===== src/rtl/serial_demux8.sv =====
// Receive-side deserializer for the select-stepped serial link: steers accepted bits into
// an assembly register slot by slot and presents each completed word on a valid/ready port.
module serial_demux8 #(
    parameter int WIDTH     = 8,
    parameter bit MSB_FIRST = 1'b0,
    localparam int SEL_W    = $clog2(WIDTH)
) (
    input  logic             i_clk,
    input  logic             i_rst,
    input  logic             i_din,
    input  logic             i_din_valid,
    output logic             o_din_ready,
    input  logic             i_sync,
    output logic [SEL_W-1:0] o_sel,
    output logic [WIDTH-1:0] o_out,
    output logic             o_out_valid,
    input  logic             i_out_ready,
    output logic             o_frame_err
);

    typedef enum logic {EMPTY = 1'b0, VALID = 1'b1} state_t;

    localparam logic [SEL_W-1:0] LAST = SEL_W'(WIDTH - 1);

    state_t           r_state, w_state_nxt;
    logic [SEL_W-1:0] r_sel;
    logic [WIDTH-1:0] r_asm;
    logic [WIDTH-1:0] r_out;
    logic             r_frame_err;

    logic [SEL_W-1:0] w_idx;
    logic [SEL_W-1:0] w_slot;
    logic             w_accept;
    logic             w_final;
    logic [WIDTH-1:0] w_word;

    // sync redirects the current bit to slot 0, so it never waits on the output stage
    assign w_idx       = i_sync ? '0 : r_sel;
    assign w_slot      = MSB_FIRST ? (LAST - w_idx) : w_idx;
    assign o_din_ready = (w_idx != LAST) || (r_state == EMPTY) || i_out_ready;
    assign w_accept    = i_din_valid && o_din_ready;
    assign w_final     = w_accept && (w_idx == LAST);

    always_comb begin
        w_word         = r_asm;
        w_word[w_slot] = i_din;
    end

    always_comb begin
        w_state_nxt = r_state;
        case (r_state)
            EMPTY: if (w_final) w_state_nxt = VALID;
            VALID: if (i_out_ready && !w_final) w_state_nxt = EMPTY;
            default: w_state_nxt = EMPTY;
        endcase
    end

    always_ff @(posedge i_clk) begin
        if (i_rst) begin
            r_state     <= EMPTY;
            r_sel       <= '0;
            r_asm       <= '0;
            r_out       <= '0;
            r_frame_err <= 1'b0;
        end else begin
            r_state     <= w_state_nxt;
            r_frame_err <= i_sync && (r_sel != '0);
            if (w_accept) begin
                r_asm <= w_word;
                r_sel <= (w_idx == LAST) ? '0 : w_idx + 1'b1;
            end else if (i_sync) begin
                r_sel <= '0;
            end
            if (w_final) r_out <= w_word;
        end
    end

    assign o_sel       = r_sel;
    assign o_out       = r_out;
    assign o_out_valid = (r_state == VALID);
    assign o_frame_err = r_frame_err;

endmodule


===== config.mk =====
export PLATFORM = sky130hd
export DESIGN_NAME = serial_demux8
export DESIGN_NICKNAME = d
export VERILOG_FILES = /design/src/rtl/serial_demux8.sv
export SDC_FILE = /design/constraint.sdc
export NUM_CORES = 1
export LEC_CHECK = 0
export ABC_CLOCK_PERIOD_IN_PS = 2000
export CORE_MARGIN = 2
export CORE_UTILIZATION = 47
export CTS_BUF_LIST = sky130_fd_sc_hd__clkbuf_8
export DETAILED_ROUTE_END_ITERATION = 16
export PLACE_DENSITY = 0.77
export REMOVE_ABC_BUFFERS = 1
export SETUP_SLACK_MARGIN = 0.3
export SLEW_MARGIN = 5
export SYNTH_ARGS = -nofsm -noshare
export SYNTH_HDL_FRONTEND = slang
export SYNTH_SLANG_ARGS = --single-unit

===== constraint.sdc =====
create_clock -name i_clk -period 2 [get_ports i_clk]
set_input_delay 0.4 -clock i_clk [delete_from_list [all_inputs] [get_ports i_clk]]
set_output_delay 0.4 -clock i_clk [all_outputs]
set_load 0.02 [all_outputs]

==> impl_metrics.json, run 1 <==
{
  "die_area_um2": 2480,
  "setup_ws_ns": 0.174,
  "htreeDepth": 1,
  "max-slew-margin-rel_pct": 74.1,
  "path_max_fanout": 2,
  "arrival_ns": 1.43,
  "numCtsBuffers": 3,
  "cts_buffer_depth": 2,
  "p_leak_nw": 0.518,
  "wl_mm": 2.74,
  "grt-ovfl-total": 0,
  "hp-class": "flop to flop",
  "clock-root-buffer": "clkbuf_8",
  "core_area_um2": 1960,
  "fin_crit_ns": 1.83,
  "io_pins": 20,
  "end_kind": "output port",
  "grt_setup_unrepaired": "yes",
  "nets": 143,
  "drtIter0Drc": 21,
  "drive_gt1_share_pct": 34.3,
  "max_freq_ghz": 0.548,
  "drc_errors": 0,
  "period_share_pct": 91.3,
  "place_hpwl_mm": 1.68,
  "path_clk_slew_ns": 0.07,
  "cts.sinks": 21,
  "crit_path_start": "o_sel[1]",
  "ys_seq_area_share_pct": 42.6,
  "ys_ff_latch": 21,
  "num_vias": 950,
  "syn2layout_area_growth_pct": 47.3,
  "grt_pass1_vias": 887,
  "portBuffers": 19,
  "die_w_um": 49.8,
  "whs_ns": 0.523,
  "tritoncts": "yes",
  "hp-start": "o_out[5]",
  "peakVddDrop_mv": 0.488,
  "final_max_slew_viol_count": 0,
  "start_util_pct": 50.3,
  "synth_cells": 102,
  "first_pass_iters": 4,
  "yosys_warnings": 0,
  "preCtsSetupSlack_ns": -0.732,
  "grt_usage_pct": 22.2,
  "critPathRequiredTime_ns": 1.60,
  "grt_max_degree": 22,
  "drtAntennaViolNets": 0,
  "routed_via_density": 5.90,
  "mostFrequentLayoutCell": "a21oi_1",
  "tightest_slew_ns": 0.385,
  "synth_cell_types": 25,
  "setup_violations": 0,
  "syn_area_um2": 987,
  "powerDensity_nw_per_um2": 561,
  "grt_pass1_wl_mm": 4.09,
  "antenna_found_initial": 0,
  "fin_skew_ns": 0.00153,
  "synth.avg_cell_area_um2": 9.68,
  "place_congestion": 0.909,
  "fp.dieH_um": 49.8,
  "antenna_cells": 0,
  "timing.rr.start": "o_sel[1]",
  "drv_cap": 0,
  "startpoint_type": "flop",
  "post_dp_cell_area_um2": 1270,
  "final_area_um2": 1450,
  "row_count": 16,
  "final_cell_mix": "a21oi_1, dfxtp_1, buf_4",
  "routedWlPerCell_um": 17.0,
  "clk_latency_ns": 0.26,
  "timing.final.hold_violations": 0,
  "critical_path_class": "flop to output port",
  "setup_tns_ns": 0,
  "run_status": "complete, no violations"
}
## metal layers
layer	part of all wire [%]	global-route usage, %	up-vias
met1	47	28.8	452
met3	4.4	3.94	6
met2	46	34.9	37
met5	0	0	-
met4	2.2	12.0	0
li1	-	-	455
## cell type report
type	count	area [um2]
Multi-Input combinational cell	71	627
Fill cell	145	508
Sequential cell	21	423
Timing Repair Buffer	36	318
Clock buffer	3	41.3
Tap cell	27	33.8
Inverter	2	7.51
Clock inverter	1	3.75
## worst paths after layout
| kind | endpoint | slack, ns | cells after the start |
|---|---|---|---|
| worst max register to register | o_sel[0] | 0.28 | 8 |
| worst min-delay path | o_out[5] | 0.52 | 2 |
| worst min register to register | o_out[5] | 0.52 | 2 |
| worst max-delay path | o_din_ready | 0.17 | 6 |
## timing repair
| action | in CTS | in global routing |
|---|---|---|
| buffers inserted | 2 | 2 |
| setup endpoints to repair | 23 | 16 |
| hold buffers | 0 | 0 |
| gates resized for setup | 26 | 14 |
| pin swaps | 3 | 1 |
## stage by stage
stage	power, mW	cells	utilization, %
after global routing	0.848	161	74.1
after CTS	0.811	159	70.5
after detailed placement	0.536	153	65.0
after floorplan	0.486	94	-
final	0.816	161	74.1
after global placement	0.533	153	65.0
## critical path, cell delays in order, from the launching register on
cell and delay [ns]:
dfxtp_2 0.32, nor2b_4 0.13, ha_4 0.16, ha_4 0.15, and3b_2 0.21, inv_2 0.07
buf_6 0.11
## synth_stat cells (all sizes together)
cell	instances	area, um2
or3	1	6.26
buf	3	15.0
a311oi	2	17.5
nor3b	1	7.51
a211oi	14	105
nor2	1	3.75
and3b	1	8.76
or3b	1	8.76
clkbuf	5	18.8
nor4b	3	45.0
inv	2	7.50
nand3	2	10.0
nand2	1	3.75
nand2b	1	6.26
o21ai	4	20.0
nand4b	1	8.76
dfxtp	21	420
and2	2	12.5
and4bb	3	37.5
nor3	1	10.0
mux2i	7	70.1
ha	2	25.0
nor2b	3	18.8
a21oi	20	100
## state kept, by name, summed over array words and instances (netlist names)
signal / flops
o_out: 8
o_frame_err: 1
o_sel: 3
r_asm: 8
o_out_valid: 1
## power breakdown
group | internal (mW) | switching [mW] | leakage (nW)
clock | 0.137 | 0.135 | 0.0269
combinational | 0.0480 | 0.0581 | 0.319
sequential | 0.431 | 0.00649 | 0.172
## logic make-up (layout without fill, tap and decap cells)
family	Yosys count	after routing	synth area share, %
compound gates	40	40	24.6
simple gates	22	22	19.0
flops	21	21	42.6
buf+inv	10	42	4.18
mux	7	7	7.10
fa+ha+maj	2	2	2.53
No activity file was read; power rests on OpenSTA's default activity.
==> run 2: changes to the inputs <==
- CTS_CLUSTER_DIAMETER: default -> 80
==> results of run 2 <==
No change in the layout: final DEF, timing and power equal those of run 1.
